[config.mk]
export PLATFORM = sky130hd
export DESIGN_NAME = seq_pattern_tx
export DESIGN_NICKNAME = d
export VERILOG_FILES = /design/src/rtl/seq_pattern_tx.sv
export SDC_FILE = /design/constraint.sdc
export NUM_CORES = 1
export LEC_CHECK = 0
export ABC_AREA = 0
export CORE_MARGIN = 5
export CORE_UTILIZATION = 50
export CTS_BUF_LIST = sky130_fd_sc_hd__clkbuf_8
export CTS_CLUSTER_SIZE = 10
export DETAILED_ROUTE_END_ITERATION = 7
export DONT_BUFFER_PORTS = 1
export PLACE_DENSITY = 0.68
export SLEW_MARGIN = 15
export SYNTH_ARGS = -nofsm -noshare
export SYNTH_HDL_FRONTEND = slang
export SYNTH_SLANG_ARGS = --single-unit
[constraint.sdc]
create_clock -name clk -period 1.8 [get_ports clk]
set_clock_uncertainty 0.05 [all_clocks]
set_input_delay 0.18 -clock clk [delete_from_list [all_inputs] [get_ports clk]]
set_output_delay 0.18 -clock clk [all_outputs]
set_load 0.03 [all_outputs]
[src/rtl/seq_pattern_tx.sv]
// Serial pattern transmitter: shifts a W-bit pattern out MSB-first, repeated
// repeat_cnt times with an optional idle gap between repetitions.
module seq_pattern_tx #(
  parameter int W     = 5,
  parameter int CNT_W = 8,
  parameter int GAP_W = 4
) (
  input  logic             clk,
  input  logic             rst,
  input  logic             start,
  input  logic [W-1:0]     pattern,
  input  logic [CNT_W-1:0] repeat_cnt,
  input  logic [GAP_W-1:0] gap_len,
  output logic             dout,
  output logic             valid,
  output logic             busy,
  output logic             done
);

  // state | meaning
  // IDLE  | waiting for start, all outputs low
  // SEND  | shifting pattern bits onto dout
  // GAP   | idle spacing between two repetitions
  // DONE  | single-cycle completion pulse
  localparam logic [1:0] IDLE = 2'd0;
  localparam logic [1:0] SEND = 2'd1;
  localparam logic [1:0] GAP  = 2'd2;
  localparam logic [1:0] DONE = 2'd3;

  localparam int IDX_W = $clog2(W);
  localparam logic [IDX_W-1:0] IDX_LAST = IDX_W'(W - 1);

  logic [1:0]       state_q,   state_d;
  logic [W-1:0]     shreg_q,   shreg_d;
  logic [W-1:0]     pat_q,     pat_d;
  logic [CNT_W-1:0] reps_q,    reps_d;
  logic [GAP_W-1:0] gap_reg_q, gap_reg_d;
  logic [GAP_W-1:0] gap_cnt_q, gap_cnt_d;
  logic [IDX_W-1:0] idx_q,     idx_d;

  always_comb begin
    state_d   = state_q;
    shreg_d   = shreg_q;
    pat_d     = pat_q;
    reps_d    = reps_q;
    gap_reg_d = gap_reg_q;
    gap_cnt_d = gap_cnt_q;
    idx_d     = idx_q;
    case (state_q)
      IDLE: begin
        if (start) begin
          shreg_d   = pattern;
          pat_d     = pattern;
          reps_d    = repeat_cnt;
          gap_reg_d = gap_len;
          idx_d     = IDX_LAST;
          state_d   = (repeat_cnt != '0) ? SEND : DONE;
        end
      end
      SEND: begin
        shreg_d = shreg_q << 1;
        idx_d   = idx_q - IDX_W'(1);
        if (idx_q == '0) begin
          reps_d = reps_q - CNT_W'(1);
          if (reps_q == CNT_W'(1)) begin
            state_d = DONE;
          end else if (gap_reg_q != '0) begin
            state_d   = GAP;
            gap_cnt_d = gap_reg_q;
          end else begin
            shreg_d = pat_q;
            idx_d   = IDX_LAST;
          end
        end
      end
      GAP: begin
        gap_cnt_d = gap_cnt_q - GAP_W'(1);
        if (gap_cnt_q == GAP_W'(1)) begin
          state_d = SEND;
          shreg_d = pat_q;
          idx_d   = IDX_LAST;
        end
      end
      default: state_d = IDLE;
    endcase
  end

  always_ff @(posedge clk or posedge rst) begin
    if (rst) begin
      state_q   <= IDLE;
      shreg_q   <= '0;
      pat_q     <= '0;
      reps_q    <= '0;
      gap_reg_q <= '0;
      gap_cnt_q <= '0;
      idx_q     <= '0;
    end else begin
      state_q   <= state_d;
      shreg_q   <= shreg_d;
      pat_q     <= pat_d;
      reps_q    <= reps_d;
      gap_reg_q <= gap_reg_d;
      gap_cnt_q <= gap_cnt_d;
      idx_q     <= idx_d;
    end
  end

  // Outputs decode from state/shift register only, so reset clears them at once.
  assign dout  = (state_q == SEND) & shreg_q[W-1];
  assign valid = (state_q == SEND);
  assign busy  = (state_q == SEND) | (state_q == GAP);
  assign done  = (state_q == DONE);

endmodule

==> impl_results.md, run 1 <==
* Worst Path Arrival at 2110 ps
* Leak at 1.19 nW
* Clk slew on worst S/H paths at 70 ps
* Drt wl/cell at 16.6 µm
* Maximum VDD drop at between 1 and 1.5 mV
* Io pins at 24
* Grt total ovfl at 0
* R2R Path Start: gap_reg_q[2]$_DFFE_PP0P_
* Violated checks: negative setup slack
* Clock Tree Root: clkbuf_8
* Initial DRC Count at roughly 100
* Critical-path cell list: or4_4 -> a2111oi_4 -> buf_4 -> o21ai_1 -> a311oi_1
* Chip height at 72.7 µm
* Synth area leaders: dfrtp_1 (40%), ha_1 (6.4%), mux2_2 (6.3%)
* Worst-Skew Late Latency at 280 ps
* CTS buffer count at 5
* Syn Inst Count at 197
* Synthesized area per cell at 9.97 µm²
* Dpl ws at -186 ps
* Pwr/cell area at a little over 2000 nW/µm²
* Headroom to the max-slew limit at a little over 70%
* Total clock sinks at 31
* Worst R2R End: shreg_q[2]$_DFFE_PP0P_
* DIE AREA at ~5300 µm²
* Hold WC Path Type: in2reg
* Setup ws final at -171 ps
* EDFF count, synth at 0
* Initial core utilization at 52.4%
* Power Total at between 5 and 6 mW
* Routed WL at 5100 µm
* Final hold violation count at 0
* Vias/cell at 5.89
* Met2 wire length at 2510 µm
* Initial antenna violation count at 0
* RSZ-0062 raised after global routing: true
* Vias in the first global route at 1,820
* Syn_nets at 227
* CTS tree: built
* Worst Tran Pin Value at 413 ps
* # rows at 22
* Critical Path Start Type: flop
* Critical path's slowest cell: or4_4
* Metal3 WL at 295 µm
* Number of max-cap violations at 0
* FF+latch area at 776 µm²
* Yosys reg bits at 31
* Max Used Layer: met4
* Crit path to: shreg_q[2]$_DFFE_PP0P_
* Multi-input logic area at 1230 µm²
* Yosys warning total at 0
* Core footprint at roughly 3700 µm²
* Inserted Diodes at 0
* Fmax at 507 MHz
* Buffers added on ports at 0
* Post-synth top area cell: dfrtp_1
* Async set or reset register ratio after synthesis at 100%
* Kind of critical path: reg2reg
* Final routed DRC violation total at 0
* Max-slew violations at 0
* Post-DRT Antenna Nets at 0
* Final HPWL DP at between 3000 and 4000 µm
* Worst Reg-to-Reg Cells at 5
* Largest net degree at the start of global routing at 32
* Register area share after synthesis at 39.5%
* Final Cycle Share at 110%
* Clock Path Buffers at 2
* Final Setup Violations at 20
* Vias at 1,809
* Req. time, crit path at 1940 ps
* Htree depth at 2
* Top-area cell type share of the netlist area at 39.5%
* WHS at 7.50 ps
* R2R Setup Slk at -170 ps
* P&R area growth vs syn at 40.7%
* Fin util at about three quarters
* Top FF cell, synth: dfrtp_1
* Distinct cells, synth at 46
* Worst Setup End Kind: flop
* Crit-path max FO at 5
* Status: finished with violations
* GPL Wtd Cong at 0.932
* Final-stage net count at 288
* Die width at roughly 73 µm
* Met1 Wirelength at 2180 µm
* Final Critical Period at between 1500 and 2000 ps
* CP startpoint: gap_reg_q[2]$_DFFE_PP0P_
* First-pass GRT wire length at 8540 µm
* Ratio of cells with drive above 1 in the final layout at a little over two fifths
* Total Routing Usage GR at roughly a fifth
* Length of the first detailed-routing pass in iterations at 4
* Max stage delay on crit path at 570 ps
* Post-Syn Area at 1960 µm²
* Filler instances at approximately 270
cell type report:
| cell class | instances | share of cell area [%] |
|---|---|---|
| Clock inverter | 2 | 1.27 |
| Multi-Input combinational cell | 146 | 44.4 |
| Timing Repair Buffer | 62 | 19.4 |
| Clock buffer | 6 | 2.99 |
| Sequential cell | 31 | 28.1 |
| Tap cell | 48 | 2.17 |
| Inverter | 12 | 1.63 |
state kept, by name (all words and copies together), names as in the netlist:
signal,cells
reps_q,8
state_q,2
pat_q,5
gap_reg_q,4
gap_cnt_q,4
idx_q,3
shreg_q,5
power breakdown:
group / internal, mW / total [mW] / leakage, nW / switching, mW
clock: 0.448 / 0.712 / 0.0612 / 0.264
sequential: 1.06 / 1.33 / 0.364 / 0.266
combinational: 1.93 / 3.67 / 0.769 / 1.73
critical path: cells and delay by family, from the launching register on:
family,cells,cell delay (ps)
AOI/OAI and AO/OA,3,680
buffers and inverters,1,210
DFF,1,370
and+or+nand+nor,1,570
repair_timing:
item / in CTS / in global routing
setup buffers: 14 / 6
hold endpoints to repair: 38 / 0
pin swaps: 13 / 8
gates resized for setup: 30 / 12
endpoints found under the setup margin: 22 / 22
hold buffers: 8 / 0
cell families (layout without fill, tap and decap cells):
| logic type | after synthesis | count (layout) | synth area share (%) |
|---|---|---|---|
| DFF | 31 | 31 | 39.5 |
| adders and majority gates | 10 | 10 | 6.37 |
| buffers and inverters | 20 | 82 | 4.72 |
| muxes | 15 | 15 | 8.35 |
| and+or+nand+nor | 64 | 64 | 18.9 |
| AOI/OAI and AO/OA | 57 | 57 | 22.1 |
cell usage after synthesis, types with 5 or more instances:
cell	n
dfrtp_1	31
nor2_1	18
inv_1	12
mux2_2	11
ha_1	10
o21ai_0	10
nand3_1	9
a21oi_1	8
a31oi_1	7
a311oi_1	6
nand2_1	5
nor3b_1	5
o22a_1	5
per-layer routing:
layer  vias up  GRT usage (%)
li1        858              -
met1       878           26.2
met2        59           34.3
met3        14           4.96
met4         0           5.94
met5         -              0
through the flow:
step / instances / TNS (ps) / instance area (µm²)
finish: 307 / -1510 / 2760
CTS: 302 / -1190 / 2680
detailed placement: 274 / -2010 / 2300
global placement: 274 / -1080 / 2300
global route: 307 / -2920 / 2760
floorplan: 197 / -34.6 / 2000
cells in the final DEF (no fill, tap or decap), drive strengths merged, types with 2 or more instances in the layout:
master / instances
nor4b: 2
inv: 12
mux2i: 4
o22a: 5
o21ai: 10
o211a: 2
and2: 2
or3b: 2
a211oi: 4
a2111oi: 2
o211ai: 4
mux2: 11
nand2: 5
nand3b: 2
nor2: 18
or3: 3
nand3: 9
or2: 2
nor2b: 2
a31oi: 7
clkbuf: 6
a21oi: 8
nor3b: 5
a211o: 4
dfrtp: 31
a311oi: 6
ha: 10
nor3: 5
buf: 54
nand2b: 2
nor4: 2
dlygate4sd3: 8
worst min-delay path by stage:
stage                    start                  endpoint  slack (ps)  cells past startpoint
detailed placement         rst      idx_q[1]$_DFFE_PP0P_         130                      2
global placement           rst    state_q[1]$_DFFE_PP0P_         120                      2
finish              gap_len[0]  gap_reg_q[0]$_DFFE_PP0P_           7                      1
CTS                 gap_len[1]  gap_reg_q[1]$_DFFE_PP0P_           5                      1
global route        pattern[0]    shreg_q[0]$_DFFE_PP0P_           3                      2
floorplan                  rst  gap_cnt_q[0]$_DFFE_PP0P_         230                      1
Note: power is estimated with default switching activity, not from simulation.
==> run 2: changes to the inputs <==
==> constraint.sdc (replaced) <==
create_clock -name clk -period 1.8 [get_ports clk]
set_clock_uncertainty 0.05 [all_clocks]
set_input_delay 0.09 -clock clk [delete_from_list [all_inputs] [get_ports clk]]
set_output_delay 0.09 -clock clk [all_outputs]
set_load 0.03 [all_outputs]
==> run 2 against run 1 <==
Against the previous run:
- total power is 0.13% lower
- the run still ends with negative setup slack left
- cell area is 2.0% higher
- sequential cell count stayed put
- register-to-register slack better by 30 ps
- critical path type unchanged
- critical endpoint is now idx_q[2]$_DFFE_PP0P_
- count of clock-buffer cells in the layout is 1 lower
- sequential power hardly changed
==> impl_results.md, run 2 (same netlist as run 1, synthesis figures left out) <==
* Length of the first detailed-routing pass in iterations at 4 (unchanged)
* GPL Wtd Cong at 0.899 (-3.5%)
* CTS tree: built
* Dpl ws at -182 ps (+4.55 ps)
* Largest net degree at the start of global routing at 32 (unchanged)
* CP top delay family: compound AO/OA/AOI/OAI gates
* Number of max-cap violations at 0 (unchanged)
* # rows at 22 (unchanged)
* Worst Reg-to-Reg Cells at 7 (+2)
* Vias/cell at 5.93 (+0.69%)
* Routed WL at 5540 µm (+8.7%)
* Max reg flops at 8 (unchanged)
* Inserted Diodes at 0 (unchanged)
* Initial core utilization at 52.4% (unchanged)
* Final routed DRC violation total at 0 (unchanged)
* Buffers added on ports at 0 (unchanged)
* Crit-path max FO at 13 (+8)
* Fmax at 514 MHz (+1.4%)
* Final-stage net count at 294 (+2.1%)
* Vias at 1,857 (+2.7%)
* P&R area growth vs syn at 43.6%
* Htree depth at 2 (unchanged)
* Total clock sinks at 31 (unchanged)
* Setup ws final at -144 ps (+27.3 ps)
* Req. time, crit path at 1920 ps (-20 ps)
* Grt total ovfl at 0 (unchanged)
* Headroom to the max-slew limit at 65.5% (-6.9 points)
* Final HPWL DP at 3670 µm (+7.5%)
* Cell Area, Placed at 2360 µm² (+2.8%)
* Worst R2R End: idx_q[2]$_DFFE_PP0P_
* Final Critical Period at 1940 ps (-27.3 ps)
* Io pins at 24 (unchanged)
* RSZ-0062 raised after global routing: true
* FF+latch area at 776 µm² (unchanged)
* Worst Hold Launch: repeat_cnt[0]
* Maximum VDD drop at 1.11 mV (+2.5%)
* Worst Setup End Kind: flop
* Core footprint at 3740 µm² (unchanged)
* Initial DRC Count at 94 (-8.7%)
* Status: finished with violations
* Total Routing Usage GR at 21.9% (+1.4 points)
* Multi-input logic area at 1260 µm² (+3.1%)
* Drt wl/cell at 17.7 µm (+6.6%)
* Critical path's slowest cell: or3b_4
* Vias in the first global route at 1,991 (+9.4%)
* Most flop-heavy register: reps_q
* Kind of critical path: reg2reg
* Most frequent cells in the layout: buf_4 (48), dfrtp_1 (31), nor2_1 (18)
* Initial antenna violation count at 0 (unchanged)
* Hold WC Path Type: in2reg
* Pwr/cell area at 2020 nW/µm² (-2.1%)
* CP startpoint: gap_cnt_q[1]$_DFFE_PP0P_
* Clock Path Buffers at 2 (unchanged)
* Ratio of cells with drive above 1 in the final layout at 43.0% (-0.61 points)
* Hold Path Depth at 3 (+2)
* Post-DRT Antenna Nets at 0 (unchanged)
* Final Cycle Share at 108% (-1.5 points)
* R2R Path Start: gap_cnt_q[1]$_DFFE_PP0P_
* R2R Setup Slk at -140 ps (+30 ps)
* Worst Path Arrival at 2070 ps (-40 ps)
* Max stage delay on crit path at 410 ps (-160 ps)
* Final hold violation count at 0 (unchanged)
* CP bufs+invs at 2 (+1)
* Filler instances at 269 (+0.75%)
* Biggest regs: reps_q: 8 flops, pat_q: 5 flops, shreg_q: 5 flops
* Chip height at 72.7 µm (unchanged)
* Clock Tree Root: clkbuf_8
* Hold EP: reps_q[0]$_DFFE_PP0P_
* Max-slew violations at 0 (unchanged)
* Final Setup Violations at 18 (-10%)
* Most common cell after layout, fill and taps aside: buf_4
* Worst-Skew Late Latency at 290 ps (about the same)
* Final Cell Area at 2820 µm² (+2.0%)
* Leak at 1.21 nW (+1.5%)
* Violated checks: negative setup slack
* Fin util at 75.3% (+1.5 points)
* Critical Path Start Type: flop
* Clk slew on worst S/H paths at 70 ps (about the same)
* Worst Tran Pin Value at 515 ps (+102 ps)
* First-pass GRT wire length at 9070 µm (+6.3%)
* DIE AREA at 5280 µm² (unchanged)
* Die width at 72.7 µm (unchanged)
* Critical-path cell list: inv_2 -> ha_1 -> or3b_4 -> a211oi_4 -> buf_12 -> a41oi_1 -> a31o_2
* CTS buffer count at 5 (unchanged)
[run 2: cell count changes in the layout (fill, tap and decap cells not counted), sizes merged]
cell / change
dlygate4sd3: +4
buf: +2
inv: +2
bufinv: -1
clkbuf: -1
[run 2: area by class of cell]
class                           instances  area share, %
Timing Repair Buffer                   68           21.0
Clock inverter                          3          0.444
Sequential cell                        31           27.5
Clock buffer                            5           2.44
Multi-Input combinational cell        146           44.9
Tap cell                               48           2.13
Inverter                               12           1.60
[run 2: worst register-to-register path, cell delays in order, from the launching register on]
cell      delay (ps)
dfrtp_1          400
inv_2             70
ha_1             150
or3b_4           410
a211oi_4         250
buf_12           160
a41oi_1          110
a31o_2           230
[run 2: where the power goes]
group          switching [mW]  internal [mW]  leakage [nW]
registers               0.253           1.06         0.364
clock network           0.263          0.260        0.0505
logic                    1.85           2.02         0.798
[run 2: how the worst max path moves through the flow]
stage / endpoint / cells after the start
after floorplan: gap_cnt_q[3]$_DFFE_PP0P_ / 7
after global placement: reps_q[0]$_DFFE_PP0P_ / 7
after detailed placement: gap_cnt_q[1]$_DFFE_PP0P_ / 7
after CTS: idx_q[2]$_DFFE_PP0P_ / 7
after global routing: idx_q[2]$_DFFE_PP0P_ / 7
final: idx_q[2]$_DFFE_PP0P_ / 7
[run 2: repair_timing]
action,in CTS,in global routing
endpoints found under the hold margin,43,0
pin swaps,14,10
buffers inserted,11,1
hold buffers,12,0
setup endpoints to repair,21,25
resized for setup,25,22
[run 2: metrics by stage]
stage	hold WS (ps)	std cells	setup TNS (ps)	total power, mW
final	5.20	313	-1140	5.70
after floorplan	144	197	-34.6	3.28
after global routing	23.1	313	-3090	6.10
after global placement	33.5	281	-621	4.27
after detailed placement	39.6	281	-1640	4.42
after CTS	0.343	312	-1230	5.40
[run 2: layer usage]
| metal | routed length (µm) | share of wire, % | track usage, % |
|---|---|---|---|
| met5 | 0 | 0 | 0 |
| met4 | 95 | 1.7 | 7.79 |
| met3 | 295 | 5.3 | 4.96 |
| met2 | 2920 | 53 | 38.1 |
| met1 | 2230 | 40 | 26.3 |
